===== src/rtl/dm_store_buffer_pkg.sv =====
`default_nettype none
// ============================================================================
// Module      : dm_store_buffer_pkg
// Description : Shared constants for the data-memory store buffer.
//               - Store access-type codes driven on req_type by the MEM
//                 stage (word / half / byte). Any other code is treated as
//                 an unsupported store.
//               - Default store-buffer depth.
// Revision    : 1.0 - initial release
// ============================================================================
package dm_store_buffer_pkg;

    // Store access-type encodings seen on req_type.
    localparam logic [5:0] WORD_DM  = 6'd1;
    localparam logic [5:0] HALF_DM  = 6'd2;
    localparam logic [5:0] BYTE_DM  = 6'd3;

    // Default number of store-buffer entries (power of two, >= 2).
    localparam int         SB_DEPTH = 2;

endpackage : dm_store_buffer_pkg
`default_nettype wire


===== src/rtl/dm_store_align.sv =====
`default_nettype none
// ============================================================================
// Module      : dm_store_align
// Description : Purely combinational store lane generator.
//               Replicates right-justified store data across the byte lanes,
//               builds byte enables from the low address bits and flags
//               misaligned or unsupported store types.
// Ports       : i_req_type  [5:0]  store access type (WORD/HALF/BYTE_DM)
//               i_addr_lo   [1:0]  byte offset within the word
//               i_data      [31:0] store data, right-justified
//               o_wdata     [31:0] lane-replicated write data
//               o_be        [3:0]  byte enables, bit i = byte lane i
//               o_misalign         store is misaligned or type unsupported
// Revision    : 1.0 - initial release
// ============================================================================
module dm_store_align
    import dm_store_buffer_pkg::*;
(
    input  logic [5:0]  i_req_type,
    input  logic [1:0]  i_addr_lo,
    input  logic [31:0] i_data,
    output logic [31:0] o_wdata,
    output logic [3:0]  o_be,
    output logic        o_misalign
);

    always_comb begin
        o_wdata    = i_data;
        o_be       = 4'b0000;
        o_misalign = 1'b0;
        case (i_req_type)
            BYTE_DM: begin
                o_wdata = {4{i_data[7:0]}};
                o_be    = 4'b0001 << i_addr_lo;
            end
            HALF_DM: begin
                o_wdata    = {2{i_data[15:0]}};
                o_be       = i_addr_lo[1] ? 4'b1100 : 4'b0011;
                o_misalign = i_addr_lo[0];
            end
            WORD_DM: begin
                o_be       = 4'b1111;
                o_misalign = (i_addr_lo != 2'b00);
            end
            default: begin
                // Unknown access type: never written, reported as an error.
                o_misalign = 1'b1;
            end
        endcase
    end

endmodule : dm_store_align
`default_nettype wire


===== src/rtl/dm_store_buffer.sv =====
`default_nettype none
// ============================================================================
// Module      : dm_store_buffer
// Description : In-order store buffer between the MEM stage and the
//               data-memory write port. Stores are lane-replicated and given
//               byte enables on accept, held in a small FIFO and drained over
//               a valid/ready handshake. Misaligned stores are dropped and
//               reported; loads hitting a pending store word are flagged.
// Ports       : clk, reset_n              clock, async active-low reset
//               req_valid/req_ready       store request handshake
//               req_type/addr/data        store request fields
//               mem_valid/mem_ready       memory write handshake (head entry)
//               mem_addr/wdata/be         head entry word address/data/enables
//               ld_addr / ld_hit          load-vs-pending-store word match
//               err_misalign / err_addr   error pulse and last errored address
//               empty                     no pending entries
// Revision    : 1.0 - initial release
// ============================================================================
module dm_store_buffer
    import dm_store_buffer_pkg::*;
#(
    parameter int DEPTH  = SB_DEPTH,
    parameter int ADDR_W = 32
) (
    input  logic              clk,
    input  logic              reset_n,
    input  logic              req_valid,
    output logic              req_ready,
    input  logic [5:0]        req_type,
    input  logic [ADDR_W-1:0] req_addr,
    input  logic [31:0]       req_data,
    output logic              mem_valid,
    input  logic              mem_ready,
    output logic [ADDR_W-1:0] mem_addr,
    output logic [31:0]       mem_wdata,
    output logic [3:0]        mem_be,
    input  logic [ADDR_W-1:0] ld_addr,
    output logic              ld_hit,
    output logic              err_misalign,
    output logic [ADDR_W-1:0] err_addr,
    output logic              empty
);

    localparam int                  c_ptr_w   = $clog2(DEPTH);
    localparam logic [c_ptr_w:0]    c_depth   = (c_ptr_w + 1)'(DEPTH);
    localparam logic [c_ptr_w:0]    c_cnt_one = (c_ptr_w + 1)'(1);
    localparam logic [c_ptr_w-1:0]  c_ptr_one = c_ptr_w'(1);

    // Entry storage: word address only, the byte offset lives in the enables.
    logic [ADDR_W-3:0]   r_ent_addr  [DEPTH];
    logic [31:0]         r_ent_wdata [DEPTH];
    logic [3:0]          r_ent_be    [DEPTH];
    logic [DEPTH-1:0]    r_ent_vld;

    logic [c_ptr_w-1:0]  r_rd_ptr;
    logic [c_ptr_w-1:0]  r_wr_ptr;
    logic [c_ptr_w:0]    r_count;
    logic [c_ptr_w:0]    w_count_nxt;
    logic                r_ready;
    logic                r_err;
    logic [ADDR_W-1:0]   r_err_addr;

    logic [31:0]         w_al_wdata;
    logic [3:0]          w_al_be;
    logic                w_al_misalign;
    logic                w_accept;
    logic                w_push;
    logic                w_pop;
    logic                w_ld_hit;
    logic                w_ld_lo_unused;

    dm_store_align u_align (
        .i_req_type (req_type),
        .i_addr_lo  (req_addr[1:0]),
        .i_data     (req_data),
        .o_wdata    (w_al_wdata),
        .o_be       (w_al_be),
        .o_misalign (w_al_misalign)
    );

    // req_ready is a flop, so there is no path from mem_ready to req_ready.
    assign w_accept = req_valid && r_ready;
    assign w_push   = w_accept && !w_al_misalign;
    assign w_pop    = mem_valid && mem_ready;

    always_comb begin
        w_count_nxt = r_count;
        case ({w_push, w_pop})
            2'b10:   w_count_nxt = r_count + c_cnt_one;
            2'b01:   w_count_nxt = r_count - c_cnt_one;
            default: w_count_nxt = r_count;
        endcase
    end

    always_ff @(posedge clk or negedge reset_n) begin
        if (!reset_n) begin
            r_rd_ptr   <= '0;
            r_wr_ptr   <= '0;
            r_count    <= '0;
            r_ready    <= 1'b1;
            r_ent_vld  <= '0;
            r_err      <= 1'b0;
            r_err_addr <= '0;
        end else begin
            r_count <= w_count_nxt;
            r_ready <= (w_count_nxt < c_depth);
            // Clear before set: push and pop never share a slot because a
            // full buffer cannot push and an empty one cannot pop.
            if (w_pop) begin
                r_ent_vld[r_rd_ptr] <= 1'b0;
                r_rd_ptr            <= r_rd_ptr + c_ptr_one;
            end
            if (w_push) begin
                r_ent_vld[r_wr_ptr] <= 1'b1;
                r_wr_ptr            <= r_wr_ptr + c_ptr_one;
            end
            r_err <= w_accept && w_al_misalign;
            if (w_accept && w_al_misalign) begin
                r_err_addr <= req_addr;
            end
        end
    end

    // Payload is qualified by r_ent_vld / r_count, so it needs no reset.
    always_ff @(posedge clk) begin
        if (w_push) begin
            r_ent_addr[r_wr_ptr]  <= req_addr[ADDR_W-1:2];
            r_ent_wdata[r_wr_ptr] <= w_al_wdata;
            r_ent_be[r_wr_ptr]    <= w_al_be;
        end
    end

    // Only entries already written count; a store accepted this cycle is not
    // visible until the following cycle.
    always_comb begin
        w_ld_hit = 1'b0;
        for (int i = 0; i < DEPTH; i++) begin
            if (r_ent_vld[i] && (r_ent_addr[i] == ld_addr[ADDR_W-1:2])) begin
                w_ld_hit = 1'b1;
            end
        end
    end

    // Load byte offset is irrelevant to a word-granular hazard check.
    assign w_ld_lo_unused = ^ld_addr[1:0];

    assign req_ready    = r_ready;
    assign mem_valid    = (r_count != '0);
    assign mem_addr     = {r_ent_addr[r_rd_ptr], 2'b00};
    assign mem_wdata    = r_ent_wdata[r_rd_ptr];
    assign mem_be       = r_ent_be[r_rd_ptr];
    assign ld_hit       = w_ld_hit;
    assign err_misalign = r_err;
    assign err_addr     = r_err_addr;
    assign empty        = (r_count == '0);

endmodule : dm_store_buffer
`default_nettype wire


===== config.mk =====
export PLATFORM = sky130hd
export DESIGN_NAME = dm_store_buffer
export DESIGN_NICKNAME = d
export VERILOG_FILES = /design/src/rtl/dm_store_buffer_pkg.sv /design/src/rtl/dm_store_align.sv /design/src/rtl/dm_store_buffer.sv
export SDC_FILE = /design/constraint.sdc
export NUM_CORES = 1
export LEC_CHECK = 0
export CAP_MARGIN = 0
export CORE_MARGIN = 5
export CORE_UTILIZATION = 43
export CTS_CLUSTER_DIAMETER = 50
export DETAILED_ROUTE_END_ITERATION = 16
export PLACE_DENSITY = 0.82
export SYNTH_ARGS = -nofsm -noshare
export SYNTH_HDL_FRONTEND = slang
export SYNTH_HIERARCHICAL = 1
export SYNTH_SLANG_ARGS = --single-unit
export TNS_END_PERCENT = 5

===== constraint.sdc =====
create_clock -name clk -period 4.2 [get_ports clk]
set_clock_uncertainty 0.05 [all_clocks]
set_input_delay 0.84 -clock clk [delete_from_list [all_inputs] [get_ports clk]]
set_output_delay 0.84 -clock clk [all_outputs]
set_load 0.1 [all_outputs]

==> results list, run 1 <==
* Number of warnings issued by yosys: 6
- In the routed layout, each cell is associated on average with a via count of 5.15.
- After detailed routing, the number of remaining DRC violations is 0.
- Setup slack closes at 0.553 ns.
* Number of enable-type register cells in the synthesized netlist: 132
- Floorplan die area: 20100 um^2
- Category of the worst setup path launch point: primary input
* Buffer cell driving the clock tree root: sky130_fd_sc_hd__clkbuf_16
- The number of pins exceeding their max-slew limit in the final report was 0.
- Number of antenna violations at the first check in global routing: 1
* Number of buffers inserted to repair setup after CTS: 0
- Proportion of power drawn by flip-flops and latches: 27.3%
- The via count of the first global-routing pass is 4994.
- Based on the critical path, the design can be clocked at up to 274 MHz.
* Routed WL: 18.6 mm
- For the worst-skew pair, the clock arrives at the later sink with an insertion delay of 0.41 ns.
- The first global-routing pass estimated 28.2 mm of wire.
- After synthesis, flip-flops and latches occupy 66.4% of the total area.
- Global routing finished with a remaining overflow of 0.
- Post-CTS Hold Buffers: 0
- Via count of the routed design: 4672
- Most frequently used flop master after synthesis: sky130_fd_sc_hd__edfxtp_1
* Pin count of the biggest net entering global routing: 41
- FILL cells: 1314
- Class of the tightest hold or removal check: register to register
- Placement Setup Slack: 0.541 ns
- Crit end category: output pin
- Once placement completed, the tool counted placed cells totaling 875.
- Switching part of the total: 49.1%
- The clock network accounts for 20.4% of the total power.
- Counting every instance in the synthesized netlist gives 460.
- The clock passes through at most 2 buffers.
- Of all cell types, the one taking the most synthesized area is sky130_fd_sc_hd__edfxtp_1.
* First DRT Iteration DRCs: 204
- In the post-synthesis netlist, the biggest area contributors are sky130_fd_sc_hd__edfxtp_1 (53%), sky130_fd_sc_hd__mux2_2 (17%), sky130_fd_sc_hd__dfrtp_1 (13%), sky130_fd_sc_hd__xnor2_1 (4.0%), sky130_fd_sc_hd__xor2_1 (3.6%).
* Number of core rows: 48
* PwrDens: 777 nW/um^2
* Placed instance area: 9610 um^2
* Clk pin slew, worst setup/hold paths: 0.06 ns
- WP data arrival: 2.76 ns
- Switch Pwr: 3.91 mW
- Effective utilization at floorplan: 43.6%
- Of all flip-flops after synthesis, the portion carrying an async set or reset was 23.3%.
* Summed area of non-filler cells in the final layout: 10200 um^2
- Count of input and output buffers: 206
- After synthesis, the netlist uses 35 different library cells.
* Fraction of post-synthesis cell area in the top cell type by area: 53.0%
- Relative to the synthesized area, the layout overhead comes to 36.8%.
- Lkg Pwr: 3.73 nW
- Detailed placement HPWL: 13.6 mm
- Synth Register Bits: 172
- Along the worst path, the maximum fanout reaches 2.
- In this run the number of H-tree levels came out at 4.
- In this run the cell area of the synthesized design comes to 7480 um^2.
* Unrepaired setup endpoints after global routing: no
- Worst supply voltage drop on vdd: 0.585 mV
- Leaving out fill and tap cells, the most frequent cell in the layout is sky130_fd_sc_hd__clkdlybuf4s50_1.
- Hold is met by 0.445 ns.
- The first detailed-routing pass took 4 iterations.
- Cts repair resizes: 0
* Avg Synthesized Cell Area: 16.3 um^2
- Dividing the detail-routed wire length by the instance count gives 20.5 um.
- The share of total power dissipated in combinational logic is 52.3%.
- CTS saw 172 sinks.
- Multi-input gate area: 2350 um^2
- Critical Path RT: 3.31 ns
* CTS tree: built
* Post-detailed-route count of antenna-violating nets: 0
- In the final layout, the share of cells above drive strength 1 is 33.9%.
- Internal power consumption: 4.04 mW
- The critical path is of the primary input to output pin type.
- Portion of the clock cycle consumed by the worst path in the final layout: 86.8%
* Inserted Diodes: 0
* Combined flip-flop and latch cell area: 4970 um^2
- For this run, the total global-route usage over all layers was measured as 18.6%.
* Non-filler instance count after layout: 907
- The worst path needs 3.65 ns of the cycle, external delays included.
- The flow ran to the end, and the final reports show no timing, DRC or antenna violations.
- Routability-driven placement finished with a final weighted congestion of 0.904.
* Number of violations of the max-capacitance limit: 0
- The library cells used most frequently in the layout, excluding fill and tap cells, are sky130_fd_sc_hd__clkdlybuf4s50_1 (138), sky130_fd_sc_hd__edfxtp_1 (132), sky130_fd_sc_hd__mux2_2 (114), sky130_fd_sc_hd__buf_4 (75), sky130_fd_sc_hd__dfrtp_1 (38).
- The final count of hold timing violations came to 0.
- In this run the tightest slew margin relative to its limit is 29.7%.
- Accumulated negative setup slack: 0 ns
* Actual transition at the worst max-transition pin: 1.05 ns
- The final layout contains 776 nets.
- Die boundary height: 142 um
- Number of top-level design ports: 211
- Number of CTS-inserted buffers: 17
* Final setup fails: 0
- In this run the horizontal extent of the chip is 142 um.
- The core region is 17200 um^2.
per-layer routing:
metal | share of wire (%) | wire length, um | GRT usage [%]
met1 | 38 | 7170 | 22.2
met2 | 49 | 9200 | 31.5
met3 | 11 | 2010 | 7.38
met4 | 1.2 | 232 | 4.85
met5 | 0.070 | 13 | 0
cell families after synthesis:
group	share of synthesized area, %
AOI/OAI and AO/OA	2.06
xor gates and xnor gates	7.61
adders and majority gates	0.167
buffers and inverters	2.51
DFF	66.4
muxes	18.2
other	0.0501
and+or+nand+nor	3.03
final timing paths:
kind / start / endpoint / slack [ns] / cells after the start
hold reg to reg: r_count[1] / r_count[1] / 0.45 / 1
min in group asynchronous: reset_n / err_addr[11] / 0.55 / 1
setup / recovery: ld_addr[18] / ld_hit / 0.55 / 6
setup reg to reg: req_ready / r_ent_wdata[1][14] / 2.30 / 3
max in group asynchronous: reset_n / r_rd_ptr / 2.86 / 1
hold / removal: r_count[1] / r_count[1] / 0.45 / 1
worst max-delay path: stages:
cell and delay (ns):
sky130_fd_sc_hd__clkdlybuf4s50_1 0.46, sky130_fd_sc_hd__xnor2_1 0.27, sky130_fd_sc_hd__nand4_1 0.13, sky130_fd_sc_hd__or4_1 0.54, sky130_fd_sc_hd__o22ai_1 0.30, sky130_fd_sc_hd__buf_12 0.22
area by class of cell:
cell class | count | area share (%)
well taps | 225 | 2.75
repair buffers | 216 | 19.4
flip-flops and latches | 172 | 48.5
clock inverters | 12 | 1.59
multi-input cells | 256 | 23.0
inverters | 6 | 0.220
clock buffers | 20 | 4.46
state kept, by name (all words and copies together), names as in the netlist:
signal,cells
r_rd_ptr,1
r_ent_addr,60
r_ent_wdata,64
req_ready,1
err_misalign,1
r_wr_ptr,1
err_addr,32
r_ent_be,8
r_ent_vld,2
r_count,2
power groups by stage:
stage	Sequential, mW	Clock, mW	Combinational [mW]
5_1_grt	2.19	1.74	4.27
6_report	2.17	1.62	4.16
4_1_cts	2.17	1.66	4.19
3_5_place_dp	2.21	0	4.17
3_3_place_gp	2.19	0	4.15
2_1_floorplan	3.38	0	2.05
Yosys cell counts, types with 4 or more instances:
master                     count
sky130_fd_sc_hd__buf_2        12
sky130_fd_sc_hd__buf_4        11
sky130_fd_sc_hd__a21oi_1      20
sky130_fd_sc_hd__xor2_1       31
sky130_fd_sc_hd__nand2_1       4
sky130_fd_sc_hd__o21ai_0       5
sky130_fd_sc_hd__mux2_2      114
sky130_fd_sc_hd__edfxtp_1    132
sky130_fd_sc_hd__inv_1         6
sky130_fd_sc_hd__mux2i_1       8
sky130_fd_sc_hd__nand4_1      10
sky130_fd_sc_hd__nor4_1        6
sky130_fd_sc_hd__dfrtp_1      39
sky130_fd_sc_hd__xnor2_1      34
sky130_fd_sc_hd__nor2_1        4
metrics by stage:
| stage | power (mW) | utilization, % |
|---|---|---|
| CTS | 8.02 | 59.6 |
| detailed placement | 6.38 | 56.0 |
| global placement | 6.34 | 56.0 |
| finish | 7.95 | 59.6 |
| global route | 8.20 | 59.6 |
| floorplan | 5.43 | - |
(Power assumes the default switching activity.)
==> inputs of run 2 (changes only) <==
REMOVE_ABC_BUFFERS = 1   (was default)
==> run 2 against run 1 <==
Sequential cell count unchanged. Wire length down 4.7%. Non-clock buffer count down 1. Utilization down 0.30 points. Global-route usage down 1.1 points. Maximum frequency up 0.98%. Critical endpoint unchanged. Largest power group unchanged. Highest routed layer unchanged.
==> results list, run 2 (same netlist as run 1, synthesis figures left out) <==
- In this run, CTS created clock tree buffers numbering 17.
* DRC violation count after routing: 0
- The worst pin sits at a relative slew slack of 29.8%.
* Met1 Track Usage GR: 21.6%
- Worst-Skew Late Latency: 0.41 ns
- Largest stage delay, worst path: 0.54 ns
* Vias in the first global route: 4945
* Post-layout min period: 3.61 ns
- Global routing used 29.0% of the available met2 tracks.
- Final setup fails: 0
- STA puts the critical path data required time at 3.31 ns.
* Maximum clock frequency: 277 MHz
- CTS max path bufs: 2
- H-tree levels: 4
* Floorplan die area: 20100 um^2
* Die Width: 142 um
- Once the clock tree was built, the setup fixing pass inserted 0 buffers.
- Growth of design area from synthesis to finish: 36.1%
- The filler cells instantiated in the layout total 1351.
- Detailed-route wire length per cell: 19.6 um
- Traced cell by cell, the critical path runs through clkdlybuf4s50_1, xnor2_1, nand4_1, or4_1, o22ai_1, buf_12.
- The net count of the finished layout is 775.
- Count of input and output buffers: 206
* Number of top-level design ports: 211
- Max FO, Critical Path: 2
* Pin count of the biggest net entering global routing: 42
- Per-cell via count in the routed design: 5.09
- Tot Pwr: 7.86 mW
- Most frequent standard cell in the layout excluding fill and tap cells: sky130_fd_sc_hd__clkdlybuf4s50_1
- At the end of routability-driven placement, the weighted congestion stood at 0.887.
- For the final routed database, the setup TNS stands at 0 ns.
* Top Family by Delay on Critical Path: buffers and inverters
- Global routing used 17.5% of the available tracks.
- r_ent_wdata holds more flip-flops than any other register.
- The register with the most flip-flops in the layout has 64 of them.
* Post-CTS Hold Buffers: 0
* Number of core rows: 48
* Unrepaired setup endpoints after global routing: no
- Inserted Diodes: 0
- Worst supply voltage drop on vdd: 0.509 mV
* Number of antenna violations at the first check in global routing: 1
- Routed WL: 17.8 mm
- Detailed placement HPWL: 12.9 mm
- The final count of hold timing violations came to 0.
* Actual transition at the worst max-transition pin: 1.05 ns
* Final worst slack: 0.588 ns
* CTS tree: built
* Clk pin slew, worst setup/hold paths: 0.06 ns
- Cts repair resizes: 0
- The finished cells cover 10200 um^2.
* Residual overflow from global routing: 0
* Buffer cell driving the clock tree root: sky130_fd_sc_hd__clkbuf_16
* Layout cell share with drive strength beyond 1: 33.1%
* Portion of the clock cycle consumed by the worst path in the final layout: 86.0%
- Category of the worst setup path launch point: primary input
* Number of violations of the max-capacitance limit: 0
* Post-detailed-route count of antenna-violating nets: 0
- Dividing total power by cell area gives a power density of 772 nW/um^2.
- The initial utilization of the core area, before any placement, comes to 43.6%.
- met2 is the most crowded layer.
- Lkg Pwr: 3.72 nW
- Run status: finished clean
- Crit end category: output pin
- Before antenna repair, the detailed router went through 4 iterations.
- Number of buffers and inverters on the critical path: 2
- First DRT Iteration DRCs: 210
- Via count of the routed design: 4608
- Max-slew violation count: 0
- Class of the tightest hold or removal check: register to register
* Sinks on Clock Net: 172
- Once placement finished, the instance area stood at 9610 um^2.
- Startpoint-to-endpoint class of the critical path: primary input to output pin
- Wire length of the first global-routing pass: 26.9 mm
- Core area: 17200 um^2
- Most used cells in the layout excluding fill and tap cells: sky130_fd_sc_hd__clkdlybuf4s50_1 (138), sky130_fd_sc_hd__edfxtp_1 (132), sky130_fd_sc_hd__mux2_2 (114), sky130_fd_sc_hd__buf_4 (74), sky130_fd_sc_hd__dfrtp_1 (38)
* Slowest-stage cell, CP: sky130_fd_sc_hd__or4_1
- Met3 Track Usage GR: 6.57%
* Die boundary height: 142 um
- Placement Setup Slack: 0.604 ns
* WP data arrival: 2.72 ns
run 2: cell count changes in the layout (fill, tap and decap cells not counted), sizes merged:
cell      delta
buf          -1
clkbuf       +2
clkinv       +2
clkinvlp     -3
inv          -2
run 2: power breakdown:
group          total [mW]  switching [mW]  internal, mW  leakage, nW
Combinational        4.11            3.08          1.03         1.78
Sequential           2.21           0.173          2.04         1.66
Clock                1.54           0.599         0.942        0.281
Total                7.86            3.85          4.01         3.72
run 2: path summary, 6_finish.rpt:
path / cells after the start / slack, ns / start / to
max: 6 / 0.59 / ld_addr[7] / ld_hit
min: 1 / 0.45 / r_count[1] / r_count[1]
max reg2reg: 3 / 2.27 / req_ready / r_ent_wdata[0][7]
min reg2reg: 1 / 0.45 / r_count[1] / r_count[1]
max in group asynchronous: 1 / 2.90 / reset_n / r_rd_ptr
min in group asynchronous: 1 / 0.54 / reset_n / err_addr[14]
run 2: metal layers:
layer / vias up / share of wire [%]
met5: - / 0.073
met4: 2 / 1.5
met1: 2257 / 40
li1: 2126 / -
met2: 205 / 49
met3: 18 / 9.3
run 2: final cells by class:
class                           instances  area, um^2  area share [%]
Sequential cell                       172        4970            48.8
Multi-Input combinational cell        256        2350            23.1
Timing Repair Buffer                  215        1980            19.5
Clock buffer                           22         454            4.46
Tap cell                              225         282            2.76
Clock inverter                          9         121            1.19
Inverter                                6        22.5           0.221
run 2: per-stage QoR:
stage          util, %  std cells  hold slack, ns
2_1_floorplan        -        434           0.399
3_3_place_gp      55.9        874           0.421
3_5_place_dp      55.9        874           0.431
4_1_cts           59.3        905           0.444
5_1_grt           59.3        905           0.455
6_report          59.3        905           0.451
run 2: worst reg2reg max path, delay by kind of cell, from the launching register on:
kind,cells,cell delay (ns)
buffers and inverters,1,0.47
flip-flops,1,0.55
AND/OR/NAND/NOR,2,0.46
